## src/rtl/seg7_pkg.sv

```systemverilog
// seg7_pkg: shared constants for the multiplexed 7-segment driver.
//   SEG_OFF     - all segments dark (active-low)
//   SEG_A..G    - bit positions of each segment inside the 7-bit seg bus
//   HEX_SEG     - active-low {a,b,c,d,e,f,g} pattern for hex digits 0..F
package seg7_pkg;

    localparam logic [6:0] SEG_OFF = 7'b1111111;

    localparam int SEG_A = 6;
    localparam int SEG_B = 5;
    localparam int SEG_C = 4;
    localparam int SEG_D = 3;
    localparam int SEG_E = 2;
    localparam int SEG_F = 1;
    localparam int SEG_G = 0;

    localparam logic [6:0] HEX_SEG [16] = '{
        7'b0000001, 7'b1001111, 7'b0010010, 7'b0000110,
        7'b1001100, 7'b0100100, 7'b0100000, 7'b0001111,
        7'b0000000, 7'b0001100, 7'b0001000, 7'b1100000,
        7'b0110001, 7'b1000010, 7'b0110000, 7'b0111000
    };

endpackage

```

## src/rtl/seg7_hex_lut.sv

```systemverilog
// seg7_hex_lut: combinational hex nibble to active-low segment decoder.
//   nibble - 4-bit hex value
//   seg    - active-low {a,b,c,d,e,f,g}; an unknown nibble yields all segments off
module seg7_hex_lut
    import seg7_pkg::*;
(
    input  logic [3:0] nibble,
    output logic [6:0] seg
);

    // Nibble to segment pattern lookup.
    always_comb begin
        seg = SEG_OFF;
        case (nibble)
            4'h0:    seg = HEX_SEG[0];
            4'h1:    seg = HEX_SEG[1];
            4'h2:    seg = HEX_SEG[2];
            4'h3:    seg = HEX_SEG[3];
            4'h4:    seg = HEX_SEG[4];
            4'h5:    seg = HEX_SEG[5];
            4'h6:    seg = HEX_SEG[6];
            4'h7:    seg = HEX_SEG[7];
            4'h8:    seg = HEX_SEG[8];
            4'h9:    seg = HEX_SEG[9];
            4'hA:    seg = HEX_SEG[10];
            4'hB:    seg = HEX_SEG[11];
            4'hC:    seg = HEX_SEG[12];
            4'hD:    seg = HEX_SEG[13];
            4'hE:    seg = HEX_SEG[14];
            4'hF:    seg = HEX_SEG[15];
            default: seg = SEG_OFF;
        endcase
    end

endmodule

```

## src/rtl/seg7_scan_driver.sv

```systemverilog
// seg7_scan_driver: N-digit time-multiplexed hex display driver for common-anode pins.
//   clk, reset        - rising-edge clock, asynchronous active-high reset
//   load              - 1-cycle strobe capturing data/blank/dp/lz_en into the shadow buffer
//   data              - hex nibbles, digit i = data[4i+3:4i], digit 0 rightmost
//   blank, dp         - per-digit dark / decimal-point-lit controls
//   lz_en             - suppress leading zeros (evaluated when the shadow is committed)
//   an, seg, dp_n     - registered active-low anode, segment and decimal-point drives
//   pending           - shadow holds content not yet committed to the display
//   frame_tick        - 1-cycle pulse following the last cycle of each scan frame
module seg7_scan_driver
    import seg7_pkg::*;
#(
    parameter int NUM_DIGITS   = 4,
    parameter int DWELL_CYCLES = 50000,
    parameter int DEAD_CYCLES  = 500
)
(
    input  logic                      clk,
    input  logic                      reset,
    input  logic                      load,
    input  logic [4*NUM_DIGITS-1:0]   data,
    input  logic [NUM_DIGITS-1:0]     blank,
    input  logic [NUM_DIGITS-1:0]     dp,
    input  logic                      lz_en,
    output logic [NUM_DIGITS-1:0]     an,
    output logic [6:0]                seg,
    output logic                      dp_n,
    output logic                      pending,
    output logic                      frame_tick
);

    localparam int CNT_W = (DWELL_CYCLES > 2) ? $clog2(DWELL_CYCLES) : 1;
    localparam int IDX_W = (NUM_DIGITS > 1) ? $clog2(NUM_DIGITS) : 1;
    localparam int DAT_W = 4 * NUM_DIGITS;

    logic [CNT_W-1:0]      cnt_q, cnt_d;
    logic [IDX_W-1:0]      idx_q, idx_d;
    logic                  pending_q, pending_d;
    logic                  frame_tick_q, frame_tick_d;
    logic [DAT_W-1:0]      sh_data_q, sh_data_d;
    logic [NUM_DIGITS-1:0] sh_blank_q, sh_blank_d;
    logic [NUM_DIGITS-1:0] sh_dp_q, sh_dp_d;
    logic                  sh_lz_q, sh_lz_d;
    logic [DAT_W-1:0]      act_data_q, act_data_d;
    logic [NUM_DIGITS-1:0] act_blank_q, act_blank_d;
    logic [NUM_DIGITS-1:0] act_dp_q, act_dp_d;
    logic [NUM_DIGITS-1:0] an_q, an_d;
    logic [6:0]            seg_q, seg_d;
    logic                  dp_n_q, dp_n_d;

    logic                  slot_end;
    logic                  frame_wrap;
    logic [NUM_DIGITS-1:0] lz_mask;
    logic                  zero_run;
    logic [3:0]            cur_nibble;
    logic [6:0]            lut_seg;
    logic                  slot_lit;

    // Slot timing: cnt walks the dwell, idx walks the digits, wrap marks frame end.
    always_comb begin
        slot_end   = (cnt_q == CNT_W'(DWELL_CYCLES - 1));
        frame_wrap = slot_end && (idx_q == IDX_W'(NUM_DIGITS - 1));
        cnt_d      = cnt_q;
        idx_d      = idx_q;
        if (slot_end) begin
            cnt_d = {CNT_W{1'b0}};
            if (frame_wrap) begin
                idx_d = {IDX_W{1'b0}};
            end else begin
                idx_d = idx_q + IDX_W'(1);
            end
        end else begin
            cnt_d = cnt_q + CNT_W'(1);
        end
    end

    // Leading-zero mask of the shadow: blank zeros from the top digit down to the
    // first non-zero nibble; digit 0 always stays visible.
    always_comb begin
        lz_mask  = {NUM_DIGITS{1'b0}};
        zero_run = sh_lz_q;
        for (int i = NUM_DIGITS - 1; i >= 1; i--) begin
            if (zero_run && (sh_data_q[4*i +: 4] == 4'h0)) begin
                lz_mask[i] = 1'b1;
            end else begin
                zero_run = 1'b0;
            end
        end
    end

    // Double buffer: load fills the shadow, frame wrap commits it. A load coinciding
    // with the wrap commits the old shadow and keeps the new one pending.
    always_comb begin
        sh_data_d    = sh_data_q;
        sh_blank_d   = sh_blank_q;
        sh_dp_d      = sh_dp_q;
        sh_lz_d      = sh_lz_q;
        act_data_d   = act_data_q;
        act_blank_d  = act_blank_q;
        act_dp_d     = act_dp_q;
        pending_d    = pending_q;
        frame_tick_d = frame_wrap;
        if (frame_wrap && pending_q) begin
            act_data_d  = sh_data_q;
            act_blank_d = sh_blank_q | lz_mask;
            act_dp_d    = sh_dp_q;
        end else begin
            act_data_d  = act_data_q;
        end
        if (load) begin
            sh_data_d  = data;
            sh_blank_d = blank;
            sh_dp_d    = dp;
            sh_lz_d    = lz_en;
            pending_d  = 1'b1;
        end else if (frame_wrap) begin
            pending_d  = 1'b0;
        end else begin
            pending_d  = pending_q;
        end
    end

    assign cur_nibble = act_data_q[{idx_q, 2'b00} +: 4];

    seg7_hex_lut u_hex_lut (
        .nibble (cur_nibble),
        .seg    (lut_seg)
    );

    // Pin drive for the current slot; dark during dead-time and for blanked digits.
    always_comb begin
        slot_lit = (cnt_q >= CNT_W'(DEAD_CYCLES)) && !act_blank_q[idx_q];
        an_d     = {NUM_DIGITS{1'b1}};
        seg_d    = SEG_OFF;
        dp_n_d   = 1'b1;
        if (slot_lit) begin
            an_d   = ~(NUM_DIGITS'(1'b1) << idx_q);
            seg_d  = lut_seg;
            dp_n_d = ~act_dp_q[idx_q];
        end else begin
            an_d   = {NUM_DIGITS{1'b1}};
        end
    end

    // State and output registers; reset leaves the display dark until a commit.
    always_ff @(posedge clk or posedge reset) begin
        if (reset) begin
            cnt_q        <= {CNT_W{1'b0}};
            idx_q        <= {IDX_W{1'b0}};
            pending_q    <= 1'b0;
            frame_tick_q <= 1'b0;
            sh_data_q    <= {DAT_W{1'b0}};
            sh_blank_q   <= {NUM_DIGITS{1'b1}};
            sh_dp_q      <= {NUM_DIGITS{1'b0}};
            sh_lz_q      <= 1'b0;
            act_data_q   <= {DAT_W{1'b0}};
            act_blank_q  <= {NUM_DIGITS{1'b1}};
            act_dp_q     <= {NUM_DIGITS{1'b0}};
            an_q         <= {NUM_DIGITS{1'b1}};
            seg_q        <= SEG_OFF;
            dp_n_q       <= 1'b1;
        end else begin
            cnt_q        <= cnt_d;
            idx_q        <= idx_d;
            pending_q    <= pending_d;
            frame_tick_q <= frame_tick_d;
            sh_data_q    <= sh_data_d;
            sh_blank_q   <= sh_blank_d;
            sh_dp_q      <= sh_dp_d;
            sh_lz_q      <= sh_lz_d;
            act_data_q   <= act_data_d;
            act_blank_q  <= act_blank_d;
            act_dp_q     <= act_dp_d;
            an_q         <= an_d;
            seg_q        <= seg_d;
            dp_n_q       <= dp_n_d;
        end
    end

    assign an         = an_q;
    assign seg        = seg_q;
    assign dp_n       = dp_n_q;
    assign pending    = pending_q;
    assign frame_tick = frame_tick_q;

endmodule

```

## config.mk

```make
export PLATFORM = sky130hd
export DESIGN_NAME = seg7_scan_driver
export DESIGN_NICKNAME = d
export VERILOG_FILES = /design/src/rtl/seg7_pkg.sv /design/src/rtl/seg7_hex_lut.sv /design/src/rtl/seg7_scan_driver.sv
export SDC_FILE = /design/constraint.sdc
export NUM_CORES = 1
export LEC_CHECK = 0
export CAP_MARGIN = 20
export CORE_MARGIN = 2
export CORE_UTILIZATION = 50
export DETAILED_ROUTE_END_ITERATION = 8
export PLACE_DENSITY = 0.72
export REMOVE_ABC_BUFFERS = 1
export SLEW_MARGIN = 0
export SYNTH_ARGS = -nofsm -noshare
export SYNTH_HDL_FRONTEND = slang
export SYNTH_HIERARCHICAL = 1
export SYNTH_SLANG_ARGS = --single-unit
```

## constraint.sdc

```tcl
create_clock -name clk -period 5.1 [get_ports clk]
set_input_delay 1.02 -clock clk [delete_from_list [all_inputs] [get_ports clk]]
set_output_delay 1.02 -clock clk [all_outputs]
set_load 0.005 [all_outputs]
```

==> Word level (Yosys, flattened, before mapping) <==
Memories as Yosys holds them, arrays and structs flattened.
Index checks and enable logic that the tools add are counted.
Widths: inputs -> output; s select.
{ "classes": {"addsub": 2, "magnitude_cmp": 2, "eq_ne": 2, "n_shift": 2, "mux": 16, "n_bitwise": 3, "reduce_logical": 11} }
{ "ops": {"columns": ["cell", "n"], "rows": [
  ["$add 16x1->16 const B", 1],
  ["$eq 16x16->1 const B", 1],
  ["$ge 16x9->1 const B", 1],
  ["$mux 16", 1],
  ["$shiftx 16x5->4", 1],
  ["$logic_not 4->1", 3],
  ["$mux 1", 10],
  ["$mux 7", 1],
  ["$logic_and 1x1->1", 6],
  ["$bmux 1 s2", 2],
  ["$mux 4", 1],
  ["$not 4->4", 1],
  ["$or 4x4->4", 1],
  ["$shl 1x2->4 const A", 1],
  ["$lt 2x3->1 const B", 1],
  ["$add 2x1->2 const B", 1],
  ["$eq 2x2->1 const B", 1],
  ["$mux 2", 1],
  ["$reduce_bool 2->1", 1],
  ["$logic_not 1->1", 1],
  ["$not 1->1", 1]
]} }
{ "totals": {"reg_bits": 81, "rom_bits": 112, "inputBits": 28, "output_inout_bits": 14, "wordCells": 53, "memories": 1} }
{ "mem_list": {"columns": ["name", "depth", "word_bits", "rd", "rd_ports_with_merged_regs", "write_ports", "line", "rtl"], "rows": [
  ["(no name shown)", 16, 7, 1, 0, 0, "seg7_hex_lut.sv:14", "case (nibble)"]
]} }

==> Logic depth before layout (Yosys ltp) <==
{ "depth": {"ltp_word": 8, "mapped_depth": 8, "ltp_nobuf": 7} }

==> Hierarchy <==
The synthesis kept the hierarchy.
{ "by_module_without_submodules": {"columns": ["module", "n_inst", "cells_each", "area_each_um2", "seq_area_each_um2"], "rows": [
  ["seg7_scan_driver", 1, 249, 3433.3, 2052.0],
  ["seg7_hex_lut", 1, 35, 259.0, 0.0]
]} }

==> Least setup slack after synthesis <==
OpenSTA, ideal clock, no wires.
{ "synth_path": {"path_type": "register -> register", "from": "register idx_q[0]", "to": "register seg_q[6] (netlist: seg[6])", "setup_ns": 0.063, "t_arrival_ns": 2.217, "required_time_ns": 5.037, "path_slack_ns": 2.820, "stages_incl_launch_ff": 9, "path_buffers": 1, "period_less_slack_ns": 2.280, "path_cell_list": "dfrtp_1 -> clkbuf_1 -> mux4_2 -> inv_1 -> ha_1 -> nor2b_1 -> or3b_1 -> o21ai_1 -> nand2b_1"} }
{ "synth_via": {"elab_cells_between_ends": 7, "classes_between": "1 x shift; 3 x mux; 2 x reduce/logical; 1 x memory"} }
{ "synth_rtl": {"columns": ["element", "line", "rtl"], "rows": [
  ["from (decl)", "seg7_scan_driver.sv:37", "logic [IDX_W-1:0] idx_q, idx_d;"],
  ["from (signal assigned)", "seg7_scan_driver.sv:149", "idx_q <= {IDX_W{1'b0}};"],
  ["from (signal assigned)", "seg7_scan_driver.sv:164", "idx_q <= idx_d;"],
  ["$shiftx 16x5->4", "seg7_scan_driver.sv:123", "assign cur_nibble = act_data_q[{idx_q, 2'b00} +: 4];"],
  ["via cur_nibble[1]", "seg7_scan_driver.sv:55", "logic [3:0] cur_nibble;"],
  ["$mem_v2 16x7", null, null],
  ["via lut_seg[6]", "seg7_scan_driver.sv:56", "logic [6:0] lut_seg;"],
  ["$mux 7", "seg7_scan_driver.sv:136", "if (slot_lit) begin"],
  ["via seg_d[6]", "seg7_scan_driver.sv:48", "logic [6:0] seg_q, seg_d;"],
  ["to (signal assigned)", "seg7_scan_driver.sv:175", "seg_q <= seg_d;"],
  ["to (decl)", "seg7_scan_driver.sv:48", null]
]} }
The timed path passes the listed nets, and every way through them passes these cells. The select of a mux whose other input is x is not followed.
A chain may end at the register's enable or synchronous reset.

==> Final worst setup path <==
{ "layout_path": {"from": "register cnt_q[11]", "to": "register act_data_q[15]"} }
{ "layout_via": {"elab_chain_len": 3} }
{ "layout_lines": {"columns": ["element", "line", "rtl"], "rows": [
  ["from (decl)", "seg7_scan_driver.sv:36", "logic [CNT_W-1:0] cnt_q, cnt_d;"],
  ["from (signal assigned)", "seg7_scan_driver.sv:148", "cnt_q <= {CNT_W{1'b0}};"],
  ["from (signal assigned)", "seg7_scan_driver.sv:163", "cnt_q <= cnt_d;"],
  ["$eq 16x16->1", "seg7_scan_driver.sv:61", "slot_end = (cnt_q == CNT_W'(DWELL_CYCLES - 1));"],
  ["$logic_and 1x1->1", "seg7_scan_driver.sv:62", "frame_wrap = slot_end && (idx_q == IDX_W'(NUM_DIGITS - 1));"],
  ["$logic_and 1x1->1", "seg7_scan_driver.sv:103", "if (frame_wrap && pending_q) begin"],
  ["to (signal assigned)", "seg7_scan_driver.sv:156", "act_data_q <= {DAT_W{1'b0}};"],
  ["to (signal assigned)", "seg7_scan_driver.sv:171", "act_data_q <= act_data_d;"],
  ["to (decl)", "seg7_scan_driver.sv:44", "logic [DAT_W-1:0] act_data_q, act_data_d;"]
]} }
No other way between the ends.

==> impl_metrics.env <==
export IMPL_cts_tree="done"
export IMPL_area_growth_pct=19.4
export IMPL_holdPathEnd="act_blank_q[2]$_DFFE_PP1P_"
export IMPL_reg2reg_to="act_data_q[15]$_DFFE_PP0P_"
export IMPL_final_hold_viol_count=0
export IMPL_pwr_share_comb_pct=5.2
export IMPL_slowest_delay_ps=600
export IMPL_synth_ff_type="dfrtp_1"
export IMPL_slew_viol_final=0
export IMPL_crit_path_top_delay_cell="nor4_4"
export IMPL_grt_pass1_wl_um=10900
export IMPL_min_path_type="flop to flop"
export IMPL_yosysWarnings=6
export IMPL_clkTransAtPathRegs_ps=80
export IMPL_crit_required_ps=5320
export IMPL_n_antenna_cell=0
export IMPL_p_switching_mw=0.257
export IMPL_p_int_mw=0.978
export IMPL_crit_family="simple AND/OR/NAND/NOR gates"
export IMPL_cts_buffers=9
export IMPL_drive_gt1_share_pct=22.4
export IMPL_dr_pass1_iters=4
export IMPL_wl_per_cell_um=14.5
export IMPL_r2r_cells=5
export IMPL_clockRootBuffer="clkbuf_8"
export IMPL_placed_cells=411
export IMPL_dp_slack_ps=1930
export IMPL_p_seq_share_pct=55.0
export IMPL_netlist_area_um2=3690
export IMPL_drt_drc_violations_left=0
export IMPL_drt_iter0_drc=97
export IMPL_ant_nets=0
export IMPL_clock_path_buffers=2
export IMPL_cts_setup_buffers=0
export IMPL_relSlewSlack_pct=37.4
export IMPL_grtUsageTotal_pct=16.7
export IMPL_finalWirelength_um=6230
export IMPL_final_cell_count_no_fill=429
export IMPL_seq_area_frac_synth_pct=55.6
export IMPL_setup_violations=0
export IMPL_final_common_cell="dfrtp_1"
export IMPL_syn_inst=284
export IMPL_fin_util_pct=61.1
export IMPL_status="complete, no violations"
export IMPL_hp_start="act_blank_q[2]$_DFFE_PP1P_"
export IMPL_ff2ff_setup_slack_ps=2310
export IMPL_routabilityCongestion=0.796
export IMPL_synth_seq_cells=81
export IMPL_worstSetupPathType="flop to flop"
export IMPL_die_w_um=89.9
export IMPL_syn_avg_cell_area_um2=13.0
export IMPL_switching_share_pct=20.8
export IMPL_critPathCaptureType="flop"
export IMPL_power_density_nw_per_um2=280
export IMPL_timing_fmax_mhz=358
export IMPL_ys_types=41
export IMPL_grt_antenna_before_repair=0
export IMPL_rows=31
export IMPL_leakagePower_nw=1.86
export IMPL_insertion_delay_ps=340
export IMPL_grt_max_degree=46
export IMPL_power_total_mw=1.24
export IMPL_critPathBufInv=1
export IMPL_layout_nets=365
export IMPL_synth_edf_count=0
export IMPL_peakVddDrop_mv=0.144
export IMPL_dp_hpwl_um=4420
export IMPL_clkPwrFrac_pct=39.8
export IMPL_rsz0062_at_grt="false"
export IMPL_cp_start_kind="flop"
export IMPL_die_h_um=89.9
export IMPL_boundaryPins=42
export IMPL_grt_pass1_vias=2260
export IMPL_htreeDepth=3
export IMPL_setup_tns_final_ps=0
export IMPL_clock_skew_ps=9.24
export IMPL_crit_arrival_ps=3020
export IMPL_initial_core_util_pct=51.2
export IMPL_route_vias_total=2235
export IMPL_fin_ws_ps=2310
export IMPL_ctsHoldBuffers=0
export IMPL_worstHoldPathCells=2
export IMPL_worst_r2r_startpoint="cnt_q[11]$_DFF_PP0_"
export IMPL_cp_cell_sequence="or4_4, nor4_4, and3_1, buf_16, mux2_1"
export IMPL_core_area_um2=7210
export IMPL_worst_pin_slew_ps=939
export IMPL_port_buffers=41
export IMPL_crit_fanout=19
export IMPL_cap_violations=0
export IMPL_die_area_um2=8090
export IMPL_grt_overflow_total=0
export IMPL_fin_crit_ps=2790
export IMPL_cts_sinks=81
export IMPL_finalCritPeriodShare_pct=54.7
export IMPL_final_cell_mix="dfrtp_1, clkdlybuf4s50_1, mux2_2, mux2_1, dfstp_2"
export IMPL_via_per_inst=5.21
export IMPL_cts_resized=0
export IMPL_synthArstFlopShare_pct=100
==> cells by family after synthesis <==
family,synth area share (%)
AOI/OAI and AO/OA,3.35
DFF,55.6
muxes,19.6
adders and majority gates,4.07
and+or+nand+nor,11.0
buffers and inverters,3.80
xor gates and xnor gates,2.61
==> worst reg2reg max path: stages (launching register included) <==
cell and delay (ps):
dfrtp_1 430, or4_4 580, nor4_4 600, and3_1 510
buf_16 220, mux2_1 350
==> layer usage <==
metal / share of wire [%] / global-route usage, % / wire (um)
met1: 48 / 23.3 / 2980
met2: 48 / 25.9 / 2970
met3: 4.0 / 4.11 / 248
met4: 0.43 / 5.64 / 27
met5: 0 / 0 / 0
==> how the worst max path moves through the flow <==
stage	from	end	slack, ps	depth (start not counted)
after detailed placement	cnt_q[11]$_DFF_PP0_	act_data_q[15]$_DFFE_PP0P_	1930	4
final	cnt_q[11]$_DFF_PP0_	act_data_q[15]$_DFFE_PP0P_	2310	5
after floorplan	reset	act_data_q[0]$_DFFE_PP0P_	2030	1
after CTS	cnt_q[11]$_DFF_PP0_	act_data_q[9]$_DFFE_PP0P_	1930	4
after global placement	cnt_q[11]$_DFF_PP0_	act_data_q[14]$_DFFE_PP0P_	2020	4
after global routing	cnt_q[0]$_DFF_PP0_	act_data_q[6]$_DFFE_PP0P_	2120	6
==> cell type report <==
class | instances | area, um2
sequential | 81 | 2050
fill | 598 | 2810
clock inverter | 6 | 82.6
clock buffer | 10 | 128
multi-input combinational | 176 | 1500
tap | 99 | 124
timing repair buffer | 44 | 473
inverter | 13 | 48.8
==> flip-flops by register name, summed over array words and instances, names as in the netlist, 7 cells and up <==
name	count
cnt_q	16
seg	7
act_data_q	16
sh_data_q	16
==> cells in the mapped netlist, drive strengths merged, types with 7 or more instances <==
cell	n	area [um2]
dfrtp	61	1530
ha	12	150
nand2	14	52.6
o21ai	9	45.0
inv	13	48.8
dfstp	20	526
nand2b	8	50.1
xnor2	7	61.3
clkbuf	8	30.0
nor2	15	58.8
nor4	9	71.3
mux2	47	529
==> power groups by stage <==
stage	Combinational (mW)	Sequential (mW)	Clock [mW]
after floorplan	0.0327	0.685	0
after global placement	0.0620	0.690	0
after detailed placement	0.0635	0.692	0
after CTS	0.0638	0.679	0.510
after global routing	0.0716	0.682	0.538
final	0.0639	0.679	0.492
==> stage by stage <==
stage | instance area, um2 | hold slack [ps]
2_1_floorplan | 3600 | 442
3_3_place_gp | 4140 | 452
3_5_place_dp | 4140 | 461
4_1_cts | 4350 | 476
5_1_grt | 4410 | 496
6_report | 4410 | 472
(Power assumes the default switching activity.)
